`src/rtl/control_rampa_corriente.sv`:
```
// Current-reference sequencer: buttons set a target code, Corriente ramps toward it one step per tick.
// Optional macro SALTO_DIRECTO_EN bypasses the ramp and loads the target straight into Corriente.
module control_rampa_corriente #(
    parameter int TICK_DIV = 1000,
    parameter int MAX_CODE = 10
) (
    input  logic       clk,
    input  logic       reset,
    input  logic       btn_up,
    input  logic       btn_down,
    input  logic       enable,
    output logic [3:0] Corriente,
    output logic [3:0] objetivo,
    output logic       ocupado
);
    localparam logic [3:0] MAX_C = 4'(MAX_CODE);

    logic [1:0] btn_now;
    logic [1:0] btn_ev;
    logic       armed_reg;
    logic [3:0] objetivo_reg;
    logic [3:0] objetivo_next;
    logic [3:0] corriente_reg;

    assign btn_now = {btn_down, btn_up};

    // Edges are masked on the first cycle after reset so a button held through reset is not a press
    always_ff @(posedge clk) begin
        if (reset) armed_reg <= 1'b0;
        else       armed_reg <= 1'b1;
    end

    generate
        for (genvar gi = 0; gi < 2; gi++) begin : g_edge
            logic btn_q_reg;
            always_ff @(posedge clk) begin
                if (reset) btn_q_reg <= 1'b0;
                else       btn_q_reg <= btn_now[gi];
            end
            assign btn_ev[gi] = armed_reg & btn_now[gi] & ~btn_q_reg;
        end
    endgenerate

    // Simultaneous up and down events cancel; saturated requests leave the target alone
    always_comb begin
        objetivo_next = objetivo_reg;
        if (btn_ev == 2'b01 && objetivo_reg < MAX_C)
            objetivo_next = objetivo_reg + 4'd1;
        else if (btn_ev == 2'b10 && objetivo_reg != 4'd0)
            objetivo_next = objetivo_reg - 4'd1;
    end

    always_ff @(posedge clk) begin
        if (reset) objetivo_reg <= 4'd0;
        else       objetivo_reg <= objetivo_next;
    end

`ifdef SALTO_DIRECTO_EN
    always_ff @(posedge clk) begin
        if (reset)       corriente_reg <= 4'd0;
        else if (enable) corriente_reg <= objetivo_reg;
    end

    assign ocupado = 1'b0;
`else
    localparam int CNT_W = $clog2(TICK_DIV);
    localparam logic [CNT_W-1:0] CNT_LAST = CNT_W'(TICK_DIV - 1);

    typedef enum logic [1:0] {
        IDLE  = 2'd0,
        SUBIR = 2'd1,
        BAJAR = 2'd2
    } state_t;

    state_t           state_reg;
    state_t           state_next;
    logic [CNT_W-1:0] cnt_reg;
    logic [CNT_W-1:0] cnt_next;
    logic [3:0]       corriente_next;
    logic             ocupado_reg;
    logic             tick;

    assign tick = (cnt_reg == CNT_LAST);

    always_comb begin
        state_next     = state_reg;
        cnt_next       = cnt_reg;
        corriente_next = corriente_reg;
        case (state_reg)
            IDLE: begin
                if (corriente_reg < objetivo_reg) begin
                    state_next = SUBIR;
                    cnt_next   = '0;
                end else if (corriente_reg > objetivo_reg) begin
                    state_next = BAJAR;
                    cnt_next   = '0;
                end
            end
            SUBIR: begin
                // A target change takes priority over a pending tick
                if (objetivo_reg < corriente_reg) begin
                    state_next = BAJAR;
                    cnt_next   = '0;
                end else if (objetivo_reg == corriente_reg) begin
                    state_next = IDLE;
                end else if (enable) begin
                    if (tick) begin
                        corriente_next = corriente_reg + 4'd1;
                        cnt_next       = '0;
                        if (corriente_reg + 4'd1 == objetivo_reg)
                            state_next = IDLE;
                    end else begin
                        cnt_next = cnt_reg + 1'b1;
                    end
                end
            end
            BAJAR: begin
                if (objetivo_reg > corriente_reg) begin
                    state_next = SUBIR;
                    cnt_next   = '0;
                end else if (objetivo_reg == corriente_reg) begin
                    state_next = IDLE;
                end else if (enable) begin
                    if (tick) begin
                        corriente_next = corriente_reg - 4'd1;
                        cnt_next       = '0;
                        if (corriente_reg - 4'd1 == objetivo_reg)
                            state_next = IDLE;
                    end else begin
                        cnt_next = cnt_reg + 1'b1;
                    end
                end
            end
            default: state_next = IDLE;
        endcase
    end

    always_ff @(posedge clk) begin
        if (reset) begin
            state_reg     <= IDLE;
            cnt_reg       <= '0;
            corriente_reg <= 4'd0;
            ocupado_reg   <= 1'b0;
        end else begin
            state_reg     <= state_next;
            cnt_reg       <= cnt_next;
            corriente_reg <= corriente_next;
            ocupado_reg   <= (state_next != IDLE);
        end
    end

    assign ocupado = ocupado_reg;
`endif

    assign Corriente = corriente_reg;
    assign objetivo  = objetivo_reg;
endmodule

```
`config.mk`:
```
export PLATFORM = sky130hd
export DESIGN_NAME = control_rampa_corriente
export DESIGN_NICKNAME = d
export VERILOG_FILES = /design/src/rtl/control_rampa_corriente.sv
export SDC_FILE = /design/constraint.sdc
export NUM_CORES = 1
export LEC_CHECK = 0
export ABC_AREA = 1
export CORE_MARGIN = 3
export CORE_UTILIZATION = 35
export DETAILED_ROUTE_END_ITERATION = 10
export GPL_ROUTABILITY_DRIVEN = 0
export PLACE_DENSITY = 0.49
export SYNTH_ARGS = -nofsm -noshare
export SYNTH_HDL_FRONTEND = slang
export SYNTH_SLANG_ARGS = --single-unit
```
`constraint.sdc`:
```
create_clock -name clk -period 2.6 [get_ports clk]
set_input_delay 0.39 -clock clk [delete_from_list [all_inputs] [get_ports clk]]
set_output_delay 0.39 -clock clk [all_outputs]
set_load 0.1 [all_outputs]
```
==> impl_metrics.py, run 1 <==
metrics = {
    "clock_network": {
        "clk_latency_ns": 0.27,
        "clkTransAtPathRegs_ns": 0.09,
        "htreeDepth": 1,
        "root_buffer": "clkbuf_8",
        "cts_setup_buffers": 0,
        "ctsResizeCount": 0,
        "cts_made_buffers": 3,
        "cts_buffer_depth": 2,
        "cts_hold_buffers": 0,
        "cts_tree": "yes",
        "numClockSinks": 24,
    },
    "yosys": {
        "synthCells": 281,
        "ys_ff_latch": 24,
        "ys_async_sr_fraction": 0,
        "synth-seq-area-share": 0.273,
        "ys.flop_type": "dfxtp_1",
        "synth_warnings": 0,
        "syn_area_sq_um": 1760,
        "synth_fp_nets": 300,
        "synth_cell_types": 26,
        "synth-edff-count": 0,
        "synth_area_per_cell_sq_um": 6.26,
    },
    "detailed_routing": {
        "antenna_left": 0,
        "vias": 1699,
        "dr.pass1.iters": 4,
        "wl_per_cell_um": 11.1,
        "wl_um": 4040,
        "via_per_inst": 4.68,
        "drt_iter0_markers": 122,
        "drcViolationCount": 0,
    },
    "floorplan": {
        "design.core.area_sq_um": 4790,
        "die_w_um": 76.9,
        "num_rows": 25,
        "io_pins": 14,
        "fp.dieH_um": 76.9,
        "initial_core_util": 0.368,
        "fp.dieArea_sq_um": 5920,
    },
    "critical_path": {
        "cp-start-kind": "input port",
        "end_kind": "flip-flop",
        "criticalPathCategory": "input port to flip-flop",
        "critPathArrivalTime_ns": 2.25,
        "worstPathMaxFanout": 5,
        "cp_data_required_time_ns": 2.77,
    },
    "grt": {
        "antenna_found_initial": 0,
        "first_global_vias": 1508,
        "grt_max_degree": 15,
        "grt_pass1_wl_um": 7180,
        "grt_usage": 0.146,
        "grt_overflow": 0,
    },
    "finish": {
        "n_antenna_cell": 0,
        "area_delta_synth_final_pct": 14.3,
        "nNetsFinal": 316,
        "largest_reg_flops": 10,
        "fin_util": 0.420,
        "layout-drive-gt1-share": 0.105,
    },
    "timing": {
        "tns_ns": 0,
        "final_max_slew_viol_count": 0,
        "max_slew_margin": 0.673,
        "skew_ns": 0.00462,
        "rsz0062_at_grt": "false",
        "fin_crit_ns": 2.09,
        "whs_ns": 0.495,
        "fin_crit_sh": 0.803,
        "setup_viol": 0,
        "finalHoldViolations": 0,
        "fmax_ghz": 0.479,
        "setup_ws_ns": 0.512,
        "tightest_slew_ns": 0.490,
    },
    "power_and_ir_drop": {
        "p_leak_nw": 0.926,
        "power_density_nw_per_um2": 706,
        "ir_drop_mv": 0.347,
    },
    "place": {
        "dp_worst_setup_slack_ns": 0.200,
        "portBuffers": 13,
        "dpl.hpwl_um": 3180,
    },
    "status": {
        "status": "finished, final reports clean",
    },
    "worst_hold_path": {
        "worst_hold_path_type": "flip-flop to flip-flop",
    },
    "run": {
        "maxCapViolations": 0,
    },
}
-- cells in the mapped netlist (2+ instances only) --
library cell / n / area [sq um]
nand2_2: 6 / 37.5
inv_2: 3 / 11.3
nand4_1: 5 / 31.3
xor2_1: 3 / 26.3
o21ai_1: 2 / 10.0
nand3_1: 27 / 135
o21ai_0: 14 / 70.1
a21oi_1: 18 / 90.1
buf_4: 2 / 15.0
nand2_1: 76 / 285
dfxtp_1: 24 / 480
nor2_1: 34 / 128
nor2_2: 2 / 12.5
inv_1: 39 / 146
ha_1: 13 / 163
nor3_1: 3 / 15.0
-- worst max-delay path: stages --
cell and delay [ns]:
clkdlybuf4s50_1 0.45, inv_1 0.04, nor2_1 0.08, nand2_1 0.07
nor2_1 0.13, nand2_1 0.15, ha_1 0.36, nand2_1 0.06
nor2_1 0.11, nor2_1 0.05, nand3_1 0.07, nand3_1 0.09
o21ai_0 0.15, a21oi_1 0.05
-- where the power goes --
group          leakage [nW]  internal, mW  total (mW)  switching [mW]
clock network        0.0357         0.206       0.335           0.129
logic                 0.695         0.188       0.652           0.464
registers             0.196         0.401       0.434          0.0329
-- per-stage QoR --
step	power (mW)	area (sq um)	std cells
after floorplan	0.957	1760	281
after global placement	1.10	1940	359
after detailed placement	1.09	1940	359
after CTS	1.44	2010	363
after global routing	1.53	2010	363
final	1.42	2010	363
-- path summary, 6_finish.rpt --
path | endpoint | from | depth (start not counted) | slack [ns]
max reg2reg | cnt_reg[9] | Corriente[3] | 8 | 0.55
max | objetivo[3] | btn_up | 14 | 0.51
min reg2reg | cnt_reg[1] | cnt_reg[1] | 2 | 0.50
min | cnt_reg[1] | cnt_reg[1] | 2 | 0.50
-- routing by layer --
metal,vias up,track usage,wire length [um]
met5,-,0,0
met4,0,0.0254,24
met3,2,0.0293,180
met2,24,0.219,1650
met1,732,0.215,2190
li1,941,-,-
-- cell usage in the layout, fill, tap and decap left out --
cell type and instances:
nand2_1 76, inv_1 39, nor2_1 34, nand3_1 27, dfxtp_1 24, a21oi_1 18, o21ai_0 14, ha_1 13
buf_4 10, nand2_2 6, nand4_1 5, clkdlybuf4s50_1 4, inv_2 3, xor2_1 3, nor3_1 3, clkbuf_8 3
nor2_2 2, o21ai_1 2, nor2_4 1, o21ai_2 1, o21bai_1 1, a31oi_2 1, nor3_2 1, nand4_2 1
a21oi_2 1, o221ai_1 1, fa_1 1, bufinv_16 1
-- cells by family (layout without fill, tap and decap cells) --
| logic type | after synthesis | count (layout) | synth area share |
|---|---|---|---|
| AOI/OAI and AO/OA | 39 | 39 | 0.123 |
| xor gates and xnor gates | 3 | 3 | 0.0149 |
| adders and majority gates | 14 | 14 | 0.104 |
| buffers and inverters | 45 | 60 | 0.100 |
| DFF | 24 | 24 | 0.273 |
| and+or+nand+nor | 156 | 156 | 0.385 |
-- cell type report --
type	instances	area (sq um)
clock buffers	3	41.3
well taps	67	83.8
fillers	532	2770
flip-flops and latches	24	480
clock inverters	1	30.0
repair buffers	14	115
inverters	42	158
multi-input cells	212	1100
Note: power is estimated with default switching activity, not from simulation.
==> run 2: changes to the inputs <==
--- a/config.mk
+++ b/config.mk
@@ -10,7 +10,7 @@
 export CORE_UTILIZATION = 35
 export DETAILED_ROUTE_END_ITERATION = 10
 export GPL_ROUTABILITY_DRIVEN = 0
-export PLACE_DENSITY = 0.49
+export PLACE_DENSITY = 0.5
 export SYNTH_ARGS = -nofsm -noshare
 export SYNTH_HDL_FRONTEND = slang
 export SYNTH_SLANG_ARGS = --single-unit
==> constraint.sdc (replaced) <==
create_clock -name clk -period 1.8 [get_ports clk]
set_input_delay 0.27 -clock clk [delete_from_list [all_inputs] [get_ports clk]]
set_output_delay 0.27 -clock clk [all_outputs]
set_load 0.1 [all_outputs]
==> run 2 against run 1 <==
Non-clock buffer count rose by 26. Wire length rose by 15%. Combinational power rose by 110%. Via count rose by 8.5%. Total power rose by 76%. Utilization rose by 13 points. Largest cell class unchanged. Global-route usage rose by 1.4 points. Worst setup slack got worse by 0.44 ns.
==> impl_metrics.py, run 2 (synthesis gave the netlist of run 1 again) <==
metrics = {
    "grt": {
        "grt_usage": 0.159,
        "grt_pass1_wl_um": 7840,
        "first_global_vias": 1654,
        "grt_overflow": 0,
        "grt_max_degree": 15,
        "antenna_found_initial": 0,
    },
    "place": {
        "dpl.hpwl_um": 3540,
        "dp.cells": 381,
        "portBuffers": 13,
    },
    "floorplan": {
        "design.core.area_sq_um": 4790,
        "io_pins": 14,
        "num_rows": 25,
        "die_w_um": 76.9,
        "initial_core_util": 0.368,
        "fp.dieArea_sq_um": 5920,
        "fp.dieH_um": 76.9,
    },
    "clock_network": {
        "clk_latency_ns": 0.28,
        "htreeDepth": 1,
        "cts_tree": "yes",
        "cts_hold_buffers": 0,
        "root_buffer": "clkbuf_8",
        "clkTransAtPathRegs_ns": 0.09,
        "cts_buffer_depth": 2,
        "cts_made_buffers": 3,
        "numClockSinks": 24,
    },
    "timing": {
        "whs_ns": 0.220,
        "max_slew_margin": 0.811,
        "fin_crit_ns": 1.73,
        "finalHoldViolations": 0,
        "rsz0062_at_grt": "true",
        "fin_crit_sh": 0.960,
        "tightest_slew_ns": 0.282,
        "tns_ns": 0,
        "skew_ns": 0.00840,
        "setup_viol": 0,
        "fmax_ghz": 0.579,
        "final_max_slew_viol_count": 0,
    },
    "critical_path": {
        "end_kind": "flip-flop",
        "r2r_slack_ns": 0.07,
        "critPathArrivalTime_ns": 1.90,
        "crit_chain": "nor2_1 -> nand2_1 -> nor2_2 -> nand2_2 -> ha_4 -> nand2_1 -> nand2_1 -> o21ai_1 -> nand3_2 -> o21ai_1 -> a21oi_1",
        "worstSetupEndpoint": "objetivo[3]",
        "cp_data_required_time_ns": 1.97,
        "crit_top_cell": "nand2_1",
        "r2r_start": "g_edge[0].btn_q_reg",
        "worstPathMaxFanout": 4,
        "reg2reg_to": "objetivo[3]",
        "critPathSlowestCell": "dfxtp_1",
        "crit_start": "g_edge[0].btn_q_reg",
        "rr_worst_depth": 11,
        "cp-start-kind": "flip-flop",
        "critical_path.max_stage_delay_ns": 0.31,
        "criticalPathCategory": "flip-flop to flip-flop",
    },
    "detailed_routing": {
        "dr.pass1.iters": 4,
        "vias": 1843,
        "antenna_left": 0,
        "via_per_inst": 4.74,
        "drt_iter0_markers": 96,
        "drcViolationCount": 0,
        "wl_per_cell_um": 11.9,
        "wl_um": 4640,
    },
    "finish": {
        "layout_commonest_cell": "nand2_1",
        "largest_reg_flops": 10,
        "n_antenna_cell": 0,
        "final_cell_mix": "nand2_1, inv_1, buf_4, nor2_1, nand3_1",
        "nNetsFinal": 342,
        "layout-drive-gt1-share": 0.357,
        "fin_util": 0.554,
        "fill_cells": 503,
        "ff_latch_area_sq_um": 512,
        "layoutNonFillerInstCount": 389,
        "area_delta_synth_final_pct": 50.6,
        "multi_input_area_sq_um": 1390,
    },
    "status": {
        "status": "finished, final reports clean",
    },
    "power_and_ir_drop": {
        "p_leak_nw": 1.15,
        "ir_drop_mv": 0.615,
        "power_density_nw_per_um2": 943,
        "finalPower_mw": 2.50,
    },
    "worst_hold_path": {
        "worst_hold_path_type": "input port to flip-flop",
    },
    "run": {
        "maxCapViolations": 0,
    },
}
run 2: cell types whose count changed in the layout (fill, tap and decap cells not counted), sizes merged:
cell and delta:
dlymetal6s2s +2, clkdlybuf4s50 -2, buf +26
run 2: worst min path at each step:
stage,slack (ns),to,start,cells past startpoint
floorplan,0.34,Corriente[0],reset,1
global placement,0.48,cnt_reg[1],cnt_reg[1],2
detailed placement,0.48,cnt_reg[1],cnt_reg[1],2
CTS,0.50,cnt_reg[1],cnt_reg[1],2
global route,0.24,g_edge[0].btn_q_reg,btn_up,3
finish,0.22,g_edge[0].btn_q_reg,btn_up,3
run 2: timing repair:
item,CTS,global route
pin swaps,2,20
gates resized for setup,7,55
buffers inserted,0,4
endpoints found under the hold margin,0,0
setup endpoints to repair,2,20
run 2: power by group:
group	switching, mW	internal [mW]	total [mW]
logic	0.890	0.497	1.39
clock network	0.189	0.298	0.487
registers	0.0488	0.577	0.625
total	1.13	1.37	2.50
run 2: worst max-delay path, delay by kind of cell, from the launching register on:
kind / cells / cell delay [ns]
fa+ha+maj: 1 / 0.29
flops: 1 / 0.31
simple gates: 7 / 0.66
compound gates: 3 / 0.36
run 2: metrics by stage:
step / worst slack (ns) / cell area (sq um)
floorplan: -0.0933 / 1860
global placement: -0.373 / 2300
detailed placement: -0.409 / 2300
CTS: -0.0431 / 2400
global route: -0.0750 / 2650
finish: 0.0723 / 2650
run 2: metal layers:
layer,GRT usage,vias to the layer above,share of wire
met5,0,-,0
met4,0.0272,0,0.011
met3,0.0258,7,0.025
met2,0.252,23,0.44
met1,0.229,832,0.52
li1,-,981,-
run 2: cell type report:
| type | count | share of cell area |
|---|---|---|
| multi-input cells | 212 | 0.526 |
| clock inverters | 1 | 0.0113 |
| inverters | 42 | 0.0632 |
| well taps | 67 | 0.0316 |
| repair buffers | 40 | 0.160 |
| clock buffers | 3 | 0.0156 |
| flip-flops and latches | 24 | 0.193 |
==> run 3: changes to the inputs <==
--- a/config.mk
+++ b/config.mk
@@ -6,11 +6,13 @@
 export NUM_CORES = 1
 export LEC_CHECK = 0
 export ABC_AREA = 1
+export CELL_PAD_IN_SITES_DETAIL_PLACEMENT = 1
+export CELL_PAD_IN_SITES_GLOBAL_PLACEMENT = 1
 export CORE_MARGIN = 3
 export CORE_UTILIZATION = 35
 export DETAILED_ROUTE_END_ITERATION = 10
 export GPL_ROUTABILITY_DRIVEN = 0
-export PLACE_DENSITY = 0.5
+export PLACE_DENSITY = 0.68
 export SYNTH_ARGS = -nofsm -noshare
 export SYNTH_HDL_FRONTEND = slang
 export SYNTH_SLANG_ARGS = --single-unit
==> run 3 against run 2 <==
The run now ends with negative setup slack left. Sequential share of layout area down 1.9 points. Die area did not move. Wire length is 68% higher. Via count increased by 17%.
==> impl_metrics.py, run 3 (synthesis gave the netlist of run 1 again) <==
metrics = {
    "power_and_ir_drop": {
        "ir_drop_mv": 0.589,
        "p_leak_nw": 1.30,
        "finalPower_mw": 2.80,
        "power_density_nw_per_um2": 949,
    },
    "finish": {
        "nNetsFinal": 368,
        "n_antenna_cell": 0,
        "layoutNonFillerInstCount": 415,
        "layout-drive-gt1-share": 0.457,
        "fin_util": 0.617,
        "area_delta_synth_final_pct": 67.8,
        "largest_reg_flops": 10,
        "fill_cells": 596,
        "final_cell_mix": "nand2_1, buf_4, inv_1, nor2_1, nand3_1",
        "layout_commonest_cell": "nand2_1",
    },
    "timing": {
        "finalHoldViolations": 0,
        "setup_viol": 19,
        "fin_crit_sh": 1.08,
        "fin_crit_ns": 1.94,
        "final_max_slew_viol_count": 0,
        "whs_ns": 0.346,
        "tightest_slew_ns": 0.390,
        "skew_ns": 0.00870,
        "rsz0062_at_grt": "true",
        "fmax_ghz": 0.514,
        "setup_ws_ns": -0.145,
        "max_slew_margin": 0.740,
    },
    "clock_network": {
        "numClockSinks": 24,
        "cts_buffer_depth": 2,
        "cts_tree": "yes",
        "cts_made_buffers": 3,
        "htreeDepth": 1,
        "clkTransAtPathRegs_ns": 0.11,
        "clk_latency_ns": 0.28,
        "root_buffer": "clkbuf_8",
    },
    "grt": {
        "grt_pass1_wl_um": 10300,
        "grt_usage": 0.217,
        "grt_overflow": 0,
        "antenna_found_initial": 0,
        "first_global_vias": 2138,
        "grt_max_degree": 15,
    },
    "floorplan": {
        "die_w_um": 76.9,
        "design.core.area_sq_um": 4790,
        "fp.dieArea_sq_um": 5920,
        "fp.dieH_um": 76.9,
        "io_pins": 14,
        "num_rows": 25,
        "initial_core_util": 0.368,
    },
    "place": {
        "dpl.hpwl_um": 4300,
        "dp.cells": 383,
        "portBuffers": 13,
    },
    "critical_path": {
        "cp_data_required_time_ns": 1.98,
        "worstSetupEndpoint": "ocupado",
        "crit_start": "Corriente[0]",
        "worstPathMaxFanout": 4,
        "end_kind": "flip-flop",
        "reg2reg_to": "ocupado",
        "r2r_slack_ns": -0.14,
        "rr_worst_depth": 15,
        "r2r_start": "Corriente[0]",
        "cp-start-kind": "flip-flop",
        "critPathArrivalTime_ns": 2.13,
        "criticalPathCategory": "flip-flop to flip-flop",
    },
    "detailed_routing": {
        "via_per_inst": 5.20,
        "wl_um": 7790,
        "dr.pass1.iters": 4,
        "wl_per_cell_um": 18.8,
        "drt_iter0_markers": 113,
        "drcViolationCount": 0,
        "antenna_left": 0,
        "vias": 2160,
    },
    "worst_hold_path": {
        "worst_hold_path_type": "input port to flip-flop",
    },
    "status": {
        "violations": "negative setup slack",
        "status": "complete, but fails checks",
    },
    "run": {
        "maxCapViolations": 0,
    },
}
## run 3: metrics by stage
stage               setup TNS, ns  setup WS (ns)  cell area [sq um]
finish                      -1.24         -0.145               2950
detailed placement          -1.66         -0.609               2330
floorplan                   -1.14        -0.0933               1860
global route                -2.96         -0.271               2950
CTS                             0        0.00476               2590
global placement            -1.13         -0.409               2330
## run 3: report_power, final
group,total [mW],switching [mW],internal (mW),leakage (nW)
sequential,0.627,0.0512,0.576,0.202
combinational,1.72,1.10,0.613,1.06
clock,0.459,0.217,0.243,0.0339
total,2.80,1.37,1.43,1.30
## run 3: layer usage
layer  part of all wire  GRT usage  up-vias  wire (um)
met2               0.50      0.375       58       3930
li1                   -          -     1032          -
met5                  0          0        -          0
met3              0.030     0.0188       25        230
met4              0.039     0.0725        0        303
met1               0.43      0.282     1045       3330
## run 3: how the worst min path moves through the flow
stage               start                  end  depth (start not counted)
2_1_floorplan       reset         Corriente[0]                          1
3_3_place_gp   cnt_reg[1]           cnt_reg[1]                          2
3_5_place_dp   cnt_reg[1]           cnt_reg[1]                          2
4_1_cts          btn_down  g_edge[1].btn_q_reg                          3
5_1_grt          btn_down  g_edge[1].btn_q_reg                          3
6_report         btn_down  g_edge[1].btn_q_reg                          3
## run 3: repair_timing
| action | CTS | global route |
|---|---|---|
| pin swaps | 14 | 34 |
| gates resized for setup | 17 | 76 |
| hold endpoints to repair | 0 | 0 |
| buffers inserted | 19 | 11 |
| hold buffers | 0 | 0 |
| setup endpoints to repair | 11 | 21 |
## run 3: layout make-up
type / count / area [sq um] / area share
flip-flops and latches: 24 / 513 / 0.174
clock buffers: 4 / 66.3 / 0.0224
multi-input cells: 212 / 1490 / 0.503
well taps: 67 / 83.8 / 0.0284
repair buffers: 66 / 634 / 0.215
inverters: 42 / 170 / 0.0576
## run 3: critical path, cell delays in order, from the launching register on
cell and delay [ns]:
dfxtp_4 0.42, buf_6 0.14, ha_4 0.13, inv_1 0.05
nand2_1 0.08, nand3_1 0.10, nand2_1 0.09, nand2_1 0.09
nor2_1 0.14, nand2_1 0.14, nand2_1 0.13, nand2_1 0.06
nand2_1 0.08, nand2_2 0.07, nand2_2 0.07, nand2_1 0.05
